## src/rtl/cv32e41s_mpu_ordq_if.sv

```systemverilog
// rtl/cv32e41s_mpu_ordq_if.sv - core/bus handshake bundle for the MPU ordering queue
interface cv32e41s_mpu_ordq_if #(
  parameter int ADDR_WIDTH      = 32,
  parameter int MAX_OUTSTANDING = 2
);
  localparam int CW = $clog2(MAX_OUTSTANDING + 1);

  logic                  core_trans_valid_i;
  logic                  core_trans_ready_o;
  logic                  core_trans_we_i;
  logic [ADDR_WIDTH-1:0] core_trans_addr_i;
  logic                  chk_err_i;
  logic                  chk_busy_i;
  logic                  bus_trans_valid_o;
  logic                  bus_trans_ready_i;
  logic [ADDR_WIDTH-1:0] bus_trans_addr_o;
  logic                  bus_trans_we_o;
  logic                  bus_resp_valid_i;
  logic                  core_resp_valid_o;
  logic [1:0]            core_resp_status_o;
  logic                  core_mpu_err_o;
  logic [CW-1:0]         outstanding_o;
  logic                  proto_err_o;

  modport slave (
    input  core_trans_valid_i, core_trans_we_i, core_trans_addr_i, chk_err_i, chk_busy_i,
           bus_trans_ready_i, bus_resp_valid_i,
    output core_trans_ready_o, bus_trans_valid_o, bus_trans_addr_o, bus_trans_we_o,
           core_resp_valid_o, core_resp_status_o, core_mpu_err_o, outstanding_o, proto_err_o
  );

  modport master (
    output core_trans_valid_i, core_trans_we_i, core_trans_addr_i, chk_err_i, chk_busy_i,
           bus_trans_ready_i, bus_resp_valid_i,
    input  core_trans_ready_o, bus_trans_valid_o, bus_trans_addr_o, bus_trans_we_o,
           core_resp_valid_o, core_resp_status_o, core_mpu_err_o, outstanding_o, proto_err_o
  );
endinterface

```

## src/rtl/cv32e41s_mpu_ordq.sv

```systemverilog
// rtl/cv32e41s_mpu_ordq.sv - in-order MPU tag queue answering faulting and bus transfers in program order
module cv32e41s_mpu_ordq #(
  parameter int MAX_OUTSTANDING = 2,
  parameter int ADDR_WIDTH      = 32,
  parameter int STALL_ON_ERR    = 0,
  parameter int WRITE_EN        = 1
) (
  input logic                clk,
  input logic                rst_n,
  cv32e41s_mpu_ordq_if.slave ordq
);
  localparam int PW = (MAX_OUTSTANDING > 1) ? $clog2(MAX_OUTSTANDING) : 1;
  localparam int CW = $clog2(MAX_OUTSTANDING + 1);
  localparam logic [PW-1:0] LAST_PTR  = PW'(MAX_OUTSTANDING - 1);
  localparam logic [CW-1:0] MAX_COUNT = CW'(MAX_OUTSTANDING);

  logic [MAX_OUTSTANDING-1:0] q_err, q_we;
  logic [PW-1:0]              wr_ptr, rd_ptr;
  logic [CW-1:0]              count;
  logic                       stall_q, proto_q;

  logic                  full, empty, avail, we_eff;
  logic                  push_err, push_ok, push;
  logic                  bus_valid, trans_ready;
  logic                  head_err, err_pop, bus_pop, pop, proto_set;
  logic [ADDR_WIDTH-1:0] addr;

  function automatic logic [PW-1:0] ptr_inc(input logic [PW-1:0] p);
    return (p == LAST_PTR) ? '0 : p + PW'(1);
  endfunction

  assign we_eff = (WRITE_EN != 0) ? ordq.core_trans_we_i : 1'b0;
  assign full   = (count == MAX_COUNT);
  assign empty  = (count == '0);
  // Full blocks acceptance even when a pop lands in the same cycle, so ready never sees the response path.
  assign avail  = !full && !ordq.chk_busy_i && !stall_q;

  always_comb begin
    bus_valid   = 1'b0;
    trans_ready = 1'b0;
    push_err    = 1'b0;
    push_ok     = 1'b0;
    if (ordq.chk_err_i) begin
      trans_ready = avail;
      push_err    = ordq.core_trans_valid_i && avail;
    end else begin
      bus_valid   = ordq.core_trans_valid_i && avail;
      trans_ready = ordq.bus_trans_ready_i && avail;
      push_ok     = bus_valid && ordq.bus_trans_ready_i;
    end
  end

  assign push      = push_err || push_ok;
  assign head_err  = q_err[rd_ptr];
  assign err_pop   = !empty && head_err;
  assign bus_pop   = ordq.bus_resp_valid_i && !empty && !head_err;
  assign pop       = err_pop || bus_pop;
  assign proto_set = ordq.bus_resp_valid_i && (empty || head_err);
  assign addr      = ordq.core_trans_addr_i;

  assign ordq.core_trans_ready_o = trans_ready;
  assign ordq.bus_trans_valid_o  = bus_valid;
  assign ordq.bus_trans_addr_o   = addr;
  assign ordq.bus_trans_we_o     = we_eff;
  assign ordq.core_resp_valid_o  = pop;
  assign ordq.core_resp_status_o = err_pop ? (q_we[rd_ptr] ? 2'd2 : 2'd1) : 2'd0;
  assign ordq.core_mpu_err_o     = push_err;
  assign ordq.outstanding_o      = count;
  assign ordq.proto_err_o        = proto_q;

  always_ff @(posedge clk or negedge rst_n) begin
    if (!rst_n) begin
      q_err   <= '0;
      q_we    <= '0;
      wr_ptr  <= '0;
      rd_ptr  <= '0;
      count   <= '0;
      stall_q <= 1'b0;
      proto_q <= 1'b0;
    end else begin
      if (push) begin
        q_err[wr_ptr] <= push_err;
        q_we[wr_ptr]  <= we_eff;
        wr_ptr        <= ptr_inc(wr_ptr);
      end
      if (pop) begin
        rd_ptr <= ptr_inc(rd_ptr);
      end
      if (push && !pop) begin
        count <= count + CW'(1);
      end else if (!push && pop) begin
        count <= count - CW'(1);
      end
      if (STALL_ON_ERR == 0) begin
        stall_q <= 1'b0;
      end else if (push_err) begin
        stall_q <= 1'b1;
      end else if (err_pop) begin
        stall_q <= 1'b0;
      end
      if (proto_set) begin
        proto_q <= 1'b1;
      end
    end
  end

  a_count_bound: assert property (@(posedge clk) disable iff (!rst_n) count <= MAX_COUNT);
  a_one_pop:     assert property (@(posedge clk) disable iff (!rst_n) ordq.core_resp_valid_o |-> (err_pop != bus_pop));
  a_one_push:    assert property (@(posedge clk) disable iff (!rst_n) !(push_err && push_ok));
endmodule

```

## src/flat_wrapper.sv

```systemverilog
// flat-port wrapper written by rule: the top's interface ports become plain ports
module cv32e41s_mpu_ordq_flat 
#(
  parameter int MAX_OUTSTANDING = 2,
  parameter int ADDR_WIDTH      = 32,
  parameter int STALL_ON_ERR    = 0,
  parameter int WRITE_EN        = 1
)
  (clk, rst_n, ordq_core_trans_valid_i, ordq_core_trans_we_i, ordq_core_trans_addr_i, ordq_chk_err_i, ordq_chk_busy_i, ordq_bus_trans_ready_i, ordq_bus_resp_valid_i, ordq_core_trans_ready_o, ordq_bus_trans_valid_o, ordq_bus_trans_addr_o, ordq_bus_trans_we_o, ordq_core_resp_valid_o, ordq_core_resp_status_o, ordq_core_mpu_err_o, ordq_outstanding_o, ordq_proto_err_o);
  cv32e41s_mpu_ordq_if #(.ADDR_WIDTH(ADDR_WIDTH), .MAX_OUTSTANDING(MAX_OUTSTANDING)) ordq_i ();
  input logic clk;
  input logic rst_n;
  input wire logic [$bits(ordq_i.core_trans_valid_i)-1:0] ordq_core_trans_valid_i;
  input wire logic [$bits(ordq_i.core_trans_we_i)-1:0] ordq_core_trans_we_i;
  input wire logic [$bits(ordq_i.core_trans_addr_i)-1:0] ordq_core_trans_addr_i;
  input wire logic [$bits(ordq_i.chk_err_i)-1:0] ordq_chk_err_i;
  input wire logic [$bits(ordq_i.chk_busy_i)-1:0] ordq_chk_busy_i;
  input wire logic [$bits(ordq_i.bus_trans_ready_i)-1:0] ordq_bus_trans_ready_i;
  input wire logic [$bits(ordq_i.bus_resp_valid_i)-1:0] ordq_bus_resp_valid_i;
  output wire logic [$bits(ordq_i.core_trans_ready_o)-1:0] ordq_core_trans_ready_o;
  output wire logic [$bits(ordq_i.bus_trans_valid_o)-1:0] ordq_bus_trans_valid_o;
  output wire logic [$bits(ordq_i.bus_trans_addr_o)-1:0] ordq_bus_trans_addr_o;
  output wire logic [$bits(ordq_i.bus_trans_we_o)-1:0] ordq_bus_trans_we_o;
  output wire logic [$bits(ordq_i.core_resp_valid_o)-1:0] ordq_core_resp_valid_o;
  output wire logic [$bits(ordq_i.core_resp_status_o)-1:0] ordq_core_resp_status_o;
  output wire logic [$bits(ordq_i.core_mpu_err_o)-1:0] ordq_core_mpu_err_o;
  output wire logic [$bits(ordq_i.outstanding_o)-1:0] ordq_outstanding_o;
  output wire logic [$bits(ordq_i.proto_err_o)-1:0] ordq_proto_err_o;
  assign ordq_i.core_trans_valid_i = ordq_core_trans_valid_i;
  assign ordq_i.core_trans_we_i = ordq_core_trans_we_i;
  assign ordq_i.core_trans_addr_i = ordq_core_trans_addr_i;
  assign ordq_i.chk_err_i = ordq_chk_err_i;
  assign ordq_i.chk_busy_i = ordq_chk_busy_i;
  assign ordq_i.bus_trans_ready_i = ordq_bus_trans_ready_i;
  assign ordq_i.bus_resp_valid_i = ordq_bus_resp_valid_i;
  assign ordq_core_trans_ready_o = ordq_i.core_trans_ready_o;
  assign ordq_bus_trans_valid_o = ordq_i.bus_trans_valid_o;
  assign ordq_bus_trans_addr_o = ordq_i.bus_trans_addr_o;
  assign ordq_bus_trans_we_o = ordq_i.bus_trans_we_o;
  assign ordq_core_resp_valid_o = ordq_i.core_resp_valid_o;
  assign ordq_core_resp_status_o = ordq_i.core_resp_status_o;
  assign ordq_core_mpu_err_o = ordq_i.core_mpu_err_o;
  assign ordq_outstanding_o = ordq_i.outstanding_o;
  assign ordq_proto_err_o = ordq_i.proto_err_o;
  cv32e41s_mpu_ordq #(.MAX_OUTSTANDING(MAX_OUTSTANDING), .ADDR_WIDTH(ADDR_WIDTH), .STALL_ON_ERR(STALL_ON_ERR), .WRITE_EN(WRITE_EN)) u_core (.clk(clk), .rst_n(rst_n), .ordq(ordq_i));
endmodule
```

## config.mk

```make
export PLATFORM = sky130hd
export DESIGN_NAME = cv32e41s_mpu_ordq_flat
export DESIGN_NICKNAME = d
export VERILOG_FILES = /design/src/rtl/cv32e41s_mpu_ordq_if.sv /design/src/rtl/cv32e41s_mpu_ordq.sv /design/src/flat_wrapper.sv
export SDC_FILE = /design/constraint.sdc
export NUM_CORES = 1
export LEC_CHECK = 0
export ABC_AREA = 1
export BUFFER_PORTS_ARGS = -buffer_cell sky130_fd_sc_hd__buf_2
export CELL_PAD_IN_SITES_DETAIL_PLACEMENT = 0
export CELL_PAD_IN_SITES_GLOBAL_PLACEMENT = 2
export CORE_MARGIN = 1.5
export CORE_UTILIZATION = 16
export CTS_CLUSTER_SIZE = 28
export DETAILED_ROUTE_END_ITERATION = 7
export PLACE_DENSITY = 0.83
export SYNTH_ARGS = -nofsm -noshare
export SYNTH_HDL_FRONTEND = slang
export SYNTH_SLANG_ARGS = --single-unit
```

## constraint.sdc

```tcl
create_clock -name clk -period 1.7 [get_ports clk]
set_input_delay 0.51 -clock clk [delete_from_list [all_inputs] [get_ports clk]]
set_output_delay 0.51 -clock clk [all_outputs]
set_load 0.05 [all_outputs]
```

Yosys cells after proc, flatten, opt, wreduce, memory -nomap -nowiden --
Index checks and enable logic that the tools add are counted.
Storage, ports and cells: flip-flop bits (word level) 9, input bits 40, output and inout port bits 42, word-level logic and storage cells 54
Operators by class: $add $sub $neg 4, $lt $le $gt $ge 3, equality and inequality tests 1, muxes and demuxes 18, reduce and logical (&&, ||, !) cells 22
Operators with widths (number):
- $logic_and 1x1->1 | 11
- $mux 1 | 11
- $mux 2 | 4
- $logic_not 1->1 | 6
- $bwmux 2 | 2
- $lt 1x2->1 const B | 2
- $logic_or 1x1->1 | 3
- $add 1x1->1 const B | 2
- $add 2x1->2 const B | 1
- $eq 2x2->1 const B | 1
- $logic_not 2->1 | 1
- $reduce_bool 2->1 | 1
- $sub 2x1->2 const B | 1
- $demux 1 s1 | 1
- $ge 1x1->1 const B | 1

Logic depth before layout (Yosys ltp) --
Gate-level depths: netlist of the first run.
depth in word-level cells 11, mapped depth 11, gate-level depth less buffers 11

Worst setup path before layout of the first run --
No wires, ideal clock.
path kind reg2out, from register u_core.count[1] (netlist: u_core.ordq.outstanding_o[1]), to output port ordq_core_resp_status_o[1], arrival 2.004 ns, data required time 1.190 ns, path slack -0.814 ns, cell stages (with the launch flop) 3, path buffers 0, cells stage by stage dfrtp_1 nor2_1 nor3_1
Between the ends: longest elaborated chain between the ends 4
RTL lines:
- start: declaration | RTL line cv32e41s_mpu_ordq.sv:19 | logic [CW-1:0] count;
- start signal: assignment | RTL line cv32e41s_mpu_ordq.sv:90 | count <= count + CW'(1);
- start signal: assignment | RTL line cv32e41s_mpu_ordq.sv:92 | count <= count - CW'(1);
- $logic_not 2->1 | RTL line cv32e41s_mpu_ordq.sv:34 | assign empty = (count == '0);
- $logic_not 1->1 | RTL line cv32e41s_mpu_ordq.sv:55 | assign err_pop = !empty && head_err;
- $logic_and 1x1->1 | RTL line cv32e41s_mpu_ordq.sv:55
- $mux 2 | RTL line cv32e41s_mpu_ordq.sv:66 | assign ordq.core_resp_status_o = err_pop ? (q_we[rd_ptr] ? 2'd2 : 2'd1) : 2'd0;
- end: declaration | RTL line flat_wrapper.sv:25 | output wire logic [$bits(ordq_i.core_resp_status_o)-1:0] ordq_core_resp_status_o;
Every way passes these cells.

Worst setup path after layout of the first run --
from register u_core.rd_ptr, to output port ordq_core_resp_status_o[0]
Between the ends: longest elaborated chain between the ends 4, elaborated cells on any way between the ends 7, classes of those cells mux (6); reduce/logical (1)
RTL lines:
- start: declaration | RTL line cv32e41s_mpu_ordq.sv:18 | logic [PW-1:0] wr_ptr, rd_ptr;
- start signal: assignment | RTL line cv32e41s_mpu_ordq.sv:87 | rd_ptr <= ptr_inc(rd_ptr);
- $mux 1, on equally long branches (2 in a row) | RTL line cv32e41s_mpu_ordq.sv:66, cv32e41s_mpu_ordq.sv:54
- $mux 2 or $logic_and 1x1->1 (tied branches) | RTL line cv32e41s_mpu_ordq.sv:66, cv32e41s_mpu_ordq.sv:55
- $mux 2 (*) | RTL line cv32e41s_mpu_ordq.sv:66
Every way passes the cells marked *; elsewhere a longest branch is shown, timed or not. The select of a mux whose other input is x is not followed.

==> metrics.cfg, run 1 <==
[outcome]
status = complete, but fails checks
failed_checks = setup timing

[setup_path]
critPathKind = reg -> out
cp-end-kind = output port
critical_path_arrival_ps = 1260
required_ps = 1190
worstSetupStartpointType = flip-flop
crit_fanout = 4

[global_routing]
use_met1 = 0.0657
busiest_layer = met2
grt_usage = 0.0542
grt_pass1_vias = 504
antenna_found_initial = 0
grtUsageMet3 = 0.0110
grt_max_degree = 10
grtUsageMet2 = 0.0785
grt_pass1_wl_um = 2170
grt_overflow = 0

[route]
wire_per_inst_um = 8.14
wirelength_um = 1370
vias_per_cell = 3.20
num_vias = 538
post-route-drc-count = 0
first_iter_violations = 13
antenna_left = 0
drtPass1Iterations = 3

[hold_path]
worstHoldPathType = in -> async

[synth]
synth_top_area_cell = buf_4
synth_common_cells = 33 x buf_4, 18 x nand2_1, 10 x inv_1
ys.flop_type = dfrtp_1
synth_seq_area_share = 0.288
yosysMostFrequentCell = buf_4
yosysWarnings = 0
netlist_area_um2 = 781
synthCells = 101
synthArstFlopShare = 1.00
ys_types = 20
yosys-top-cells-area = buf_4 32%, dfrtp_1 29%, nand2_1 8.7%
yosys_register_bits = 9
synth_top_area_frac = 0.317
avgSynthCellArea_um2 = 7.73
synth_enable_flop_cells = 0
synthesis.nets = 142

[timing]
slew_viol_final = 0
max-slew-margin-rel = 0.829
finalHoldViolations = 0
maxClockFrequency_mhz = 564
setup_slack_ps = -72.9
finalCritPeriodShare = 1.04
worst-slew-pin-transition_ps = 256
rsz0062_at_grt = true
setup_viol_count_final = 5
finalCriticalPeriod_ps = 1770
skew_ps = 1.45

[pwr]
p_leak_nw = 0.455
power_mw = 1.88
peakVddDrop_mv = 0.711
powerDensity_nw_per_um2 = 1970

[clock_network]
clock_path_buffers = 2
h-tree-depth = 1
numCtsBuffers = 3
cts_tree = yes
clk_pin_slew_ps = 40
numClockSinks = 9
clk_latency_ps = 230
postCtsHoldBufs = 0
cts_root_buf = clkbuf_8

[final_layout]
area_delta_synth_final_pct = 22.0
diodes = 0
drive_gt1_frac = 0.574
fillCellCount = 523
nNetsFinal = 143

[floorplanning]
core_area_um2 = 4720
start_util = 0.165
dieWidth_um = 72.9
io_pins = 82
die_area_um2 = 5310
die_h_um = 72.9
rows = 25

[flow_run]
maxCapViolCount = 0

[placed_design]
place.gp.congestion = 0.714
io_buffers = 17
place_worst_setup_slack_ps = -46.2
dpl.hpwl_um = 1090

[logic make-up (layout without fill, tap and decap cells)]
| family | count (synthesis) | count (layout) | share of synthesized area |
|---|---|---|---|
| buf+inv | 45 | 45 | 0.377 |
| flops | 9 | 9 | 0.288 |
| compound gates | 3 | 3 | 0.0369 |
| fa+ha+maj | 1 | 1 | 0.0160 |
| simple gates | 41 | 41 | 0.260 |
| xor+xnor | 2 | 2 | 0.0224 |
[report_power, final]
group / internal, mW / switching (mW)
registers: 0.320 / 0.108
logic: 0.522 / 0.685
clock network: 0.163 / 0.0778
[timing repair]
item | CTS | global route
buffers inserted | 4 | 3
pin swaps | 4 | 3
resized for setup | 23 | 2
endpoints found under the setup margin | 6 | 7
[flip-flops by register name, summed over array words and instances, names as in the netlist]
name	flops
u_core.wr_ptr	1
u_core.q_we	2
u_core.rd_ptr	1
u_core.ordq.proto_err_o	1
u_core.q_err	2
u_core.ordq.outstanding_o	2
[routing by layer]
metal  vias up  share of wire
li1        278              -
met1       242           0.47
met2        16           0.44
met3         2          0.071
met4         0          0.017
met5         -              0
[through the flow]
| stage | area, um2 | std cells | setup TNS, ps | utilization | hold WS [ps] |
|---|---|---|---|---|---|
| 2_1_floorplan | 826 | 101 | -318 | - | 214 |
| 3_3_place_gp | 787 | 157 | -57.2 | 0.167 | 374 |
| 3_5_place_dp | 787 | 157 | -68.3 | 0.167 | 369 |
| 4_1_cts | 922 | 165 | -333 | 0.195 | 128 |
| 5_1_grt | 952 | 168 | -589 | 0.202 | 126 |
| 6_report | 952 | 168 | -200 | 0.202 | 122 |
[worst paths after layout]
check / from / to / slack (ps) / cells past startpoint
max: u_core.rd_ptr / ordq_core_resp_status_o[0] / -70 / 4
min: rst_n / u_core.q_err[1] / 120 / 1
max reg2reg: u_core.rd_ptr / u_core.ordq.outstanding_o[1] / 120 / 11
min reg2reg: u_core.q_we[0] / u_core.q_we[0] / 470 / 2
max in group asynchronous: rst_n / u_core.ordq.outstanding_o[0] / 1390 / 1
min in group clk: u_core.q_we[0] / u_core.q_we[0] / 470 / 2
[worst max-delay path, cell delays in order, from the launching register on]
cell and delay [ps]:
dfrtp_1 400, or2_1 230, o21ai_2 70, and3_4 200
buf_8 140
[cell type report]
type | count | area, um2 | share of cell area
sequential | 9 | 228 | 0.239
timing repair buffer | 30 | 228 | 0.239
multi-input combinational | 47 | 324 | 0.340
tap | 67 | 83.8 | 0.0880
inverter | 11 | 43.8 | 0.0460
clock buffer | 4 | 45.0 | 0.0473
[cells in the final DEF (no fill, tap or decap), drive strengths merged, types with 2 or more instances in the layout]
cell type / synthesis / final
xnor2: 2 / 2
buf: 34 / 30
nand4: 6 / 6
nand2: 23 / 23
inv: 11 / 11
nor2: 8 / 8
clkbuf: 0 / 4
dfrtp: 9 / 9
Power figures use the tool's default switching activity.
==> run 2: changes to the inputs <==
- CORE_UTILIZATION: 16 -> 17
- CTS_BUF_LIST: default -> sky130_fd_sc_hd__clkbuf_8
- PLACE_DENSITY: 0.83 -> 0.87
- clock period: 1.7 -> 2.3 ns (I/O delays scaled with it)
==> run 2 against run 1 <==
The flow now finishes without violations. Core utilization fell by 3.5 points. Critical path depth stayed put. Sequential power fell by 29%. Non-clock buffer count fell by 13. Via count decreased by 11%. Highest routed layer unchanged.
==> metrics.cfg, run 2 (synthesis results as in run 1) <==
[outcome]
status = finished clean

[setup_path]
reg2regPathDepth = 7
worstSetupStartpointType = flip-flop
critPathKind = reg -> out
crit_fanout = 5
required_ps = 1610
r2r_end = u_core.ordq.outstanding_o[1]
reg2reg_setup_slack_ps = 700
critical_path_arrival_ps = 1450
r2r_start = u_core.ordq.outstanding_o[1]
cp-end-kind = output port

[final_layout]
stdcell_area_um2 = 728
register_area_um2 = 225
final_cell_mix = 18 x nand2_1, 17 x buf_2, 11 x inv_1, 9 x dfrtp_1, 7 x nor2_1
nNetsFinal = 130
fin_util = 0.166
final_common_cell = nand2_1
area_delta_synth_final_pct = -6.73
drive_gt1_frac = 0.341
fillCellCount = 519
diodes = 0
multi_input_area_um2 = 267

[timing]
slew_viol_final = 0
setup_tns_ps = 0
rsz0062_at_grt = false
setup_slack_ps = 159
finalCriticalPeriod_ps = 2140
skew_ps = 1.94
worst-slew-pin-transition_ps = 303
finalCritPeriodShare = 0.931
whs_ps = 308
maxClockFrequency_mhz = 467
setup_viol_count_final = 0
finalHoldViolations = 0
max-slew-margin-rel = 0.796

[route]
drtPass1Iterations = 3
wirelength_um = 1330
wire_per_inst_um = 9.49
num_vias = 479
post-route-drc-count = 0
vias_per_cell = 3.42
antenna_left = 0
first_iter_violations = 27

[clock_network]
postCtsHoldBufs = 0
clock_path_buffers = 2
h-tree-depth = 1
numClockSinks = 9
cts_tree = yes
clk_latency_ps = 230
clk_pin_slew_ps = 40
cts_setup_buffers = 0
numCtsBuffers = 3
cts_root_buf = clkbuf_8
post_cts_resized = 0

[global_routing]
grt_pass1_wl_um = 2080
grtUsageMet2 = 0.0623
grt_overflow = 0
use_met1 = 0.0776
busiest_layer = met1
antenna_found_initial = 0
grtUsageMet3 = 0.0199
grt_pass1_vias = 439
grt_max_degree = 10
grt_usage = 0.0558

[floorplanning]
die_h_um = 70.8
dieWidth_um = 70.8
rows = 24
io_pins = 82
core_area_um2 = 4380
start_util = 0.178
die_area_um2 = 5010

[pwr]
peakVddDrop_mv = 0.316
p_leak_nw = 0.386
powerDensity_nw_per_um2 = 1480

[placed_design]
place.gp.congestion = 0.696
io_buffers = 17
place_worst_setup_slack_ps = 177
dpl.hpwl_um = 1080
placed_area_um2 = 683

[hold_path]
worstHoldPathType = in -> async

[flow_run]
maxCapViolCount = 0

-- run 2: cell count changes in the layout (fill, tap and decap cells not counted), sizes merged --
cell | before | now
clkbuf | 4 | 3
inv | 11 | 12
buf | 30 | 17
-- run 2: cell type report --
| cell class | instances | area share |
|---|---|---|
| clock inverters | 1 | 0.00515 |
| well taps | 52 | 0.0893 |
| inverters | 11 | 0.0567 |
| flip-flops and latches | 9 | 0.309 |
| repair buffers | 17 | 0.117 |
| clock buffers | 3 | 0.0567 |
| multi-input cells | 47 | 0.366 |
-- run 2: how the worst max path moves through the flow --
stage,start,to,depth (start not counted)
6_report,u_core.ordq.outstanding_o[1],ordq_core_resp_status_o[0],4
5_1_grt,u_core.rd_ptr,ordq_core_resp_status_o[0],4
4_1_cts,u_core.ordq.outstanding_o[1],ordq_core_resp_status_o[0],4
3_5_place_dp,ordq_chk_busy_i,ordq_core_mpu_err_o,5
3_3_place_gp,ordq_chk_busy_i,ordq_core_mpu_err_o,5
2_1_floorplan,u_core.ordq.outstanding_o[0],ordq_bus_trans_valid_o,4
-- run 2: per-stage QoR --
stage / cells / total power, mW
detailed placement: 136 / 0.914
floorplan: 101 / 0.931
finish: 140 / 1.08
global placement: 136 / 0.910
CTS: 140 / 1.10
global route: 140 / 1.16
-- run 2: where the power goes --
part	total (mW)	leakage, nW	internal (mW)	switching (mW)
sequential	0.306	0.106	0.233	0.0730
clock	0.175	0.0269	0.116	0.0591
combinational	0.597	0.253	0.172	0.425
-- run 2: worst max-delay path, cell delays in order (launching register included) --
cell,delay (ps)
dfrtp_1,460
nor2_1,260
inv_1,120
and3_1,180
buf_2,210
-- run 2: layer usage --
layer  vias to the layer above  part of all wire
li1                        253                 -
met1                       208              0.53
met2                        16              0.39
met3                         2             0.076
met4                         0            0.0030
met5                         -                 0
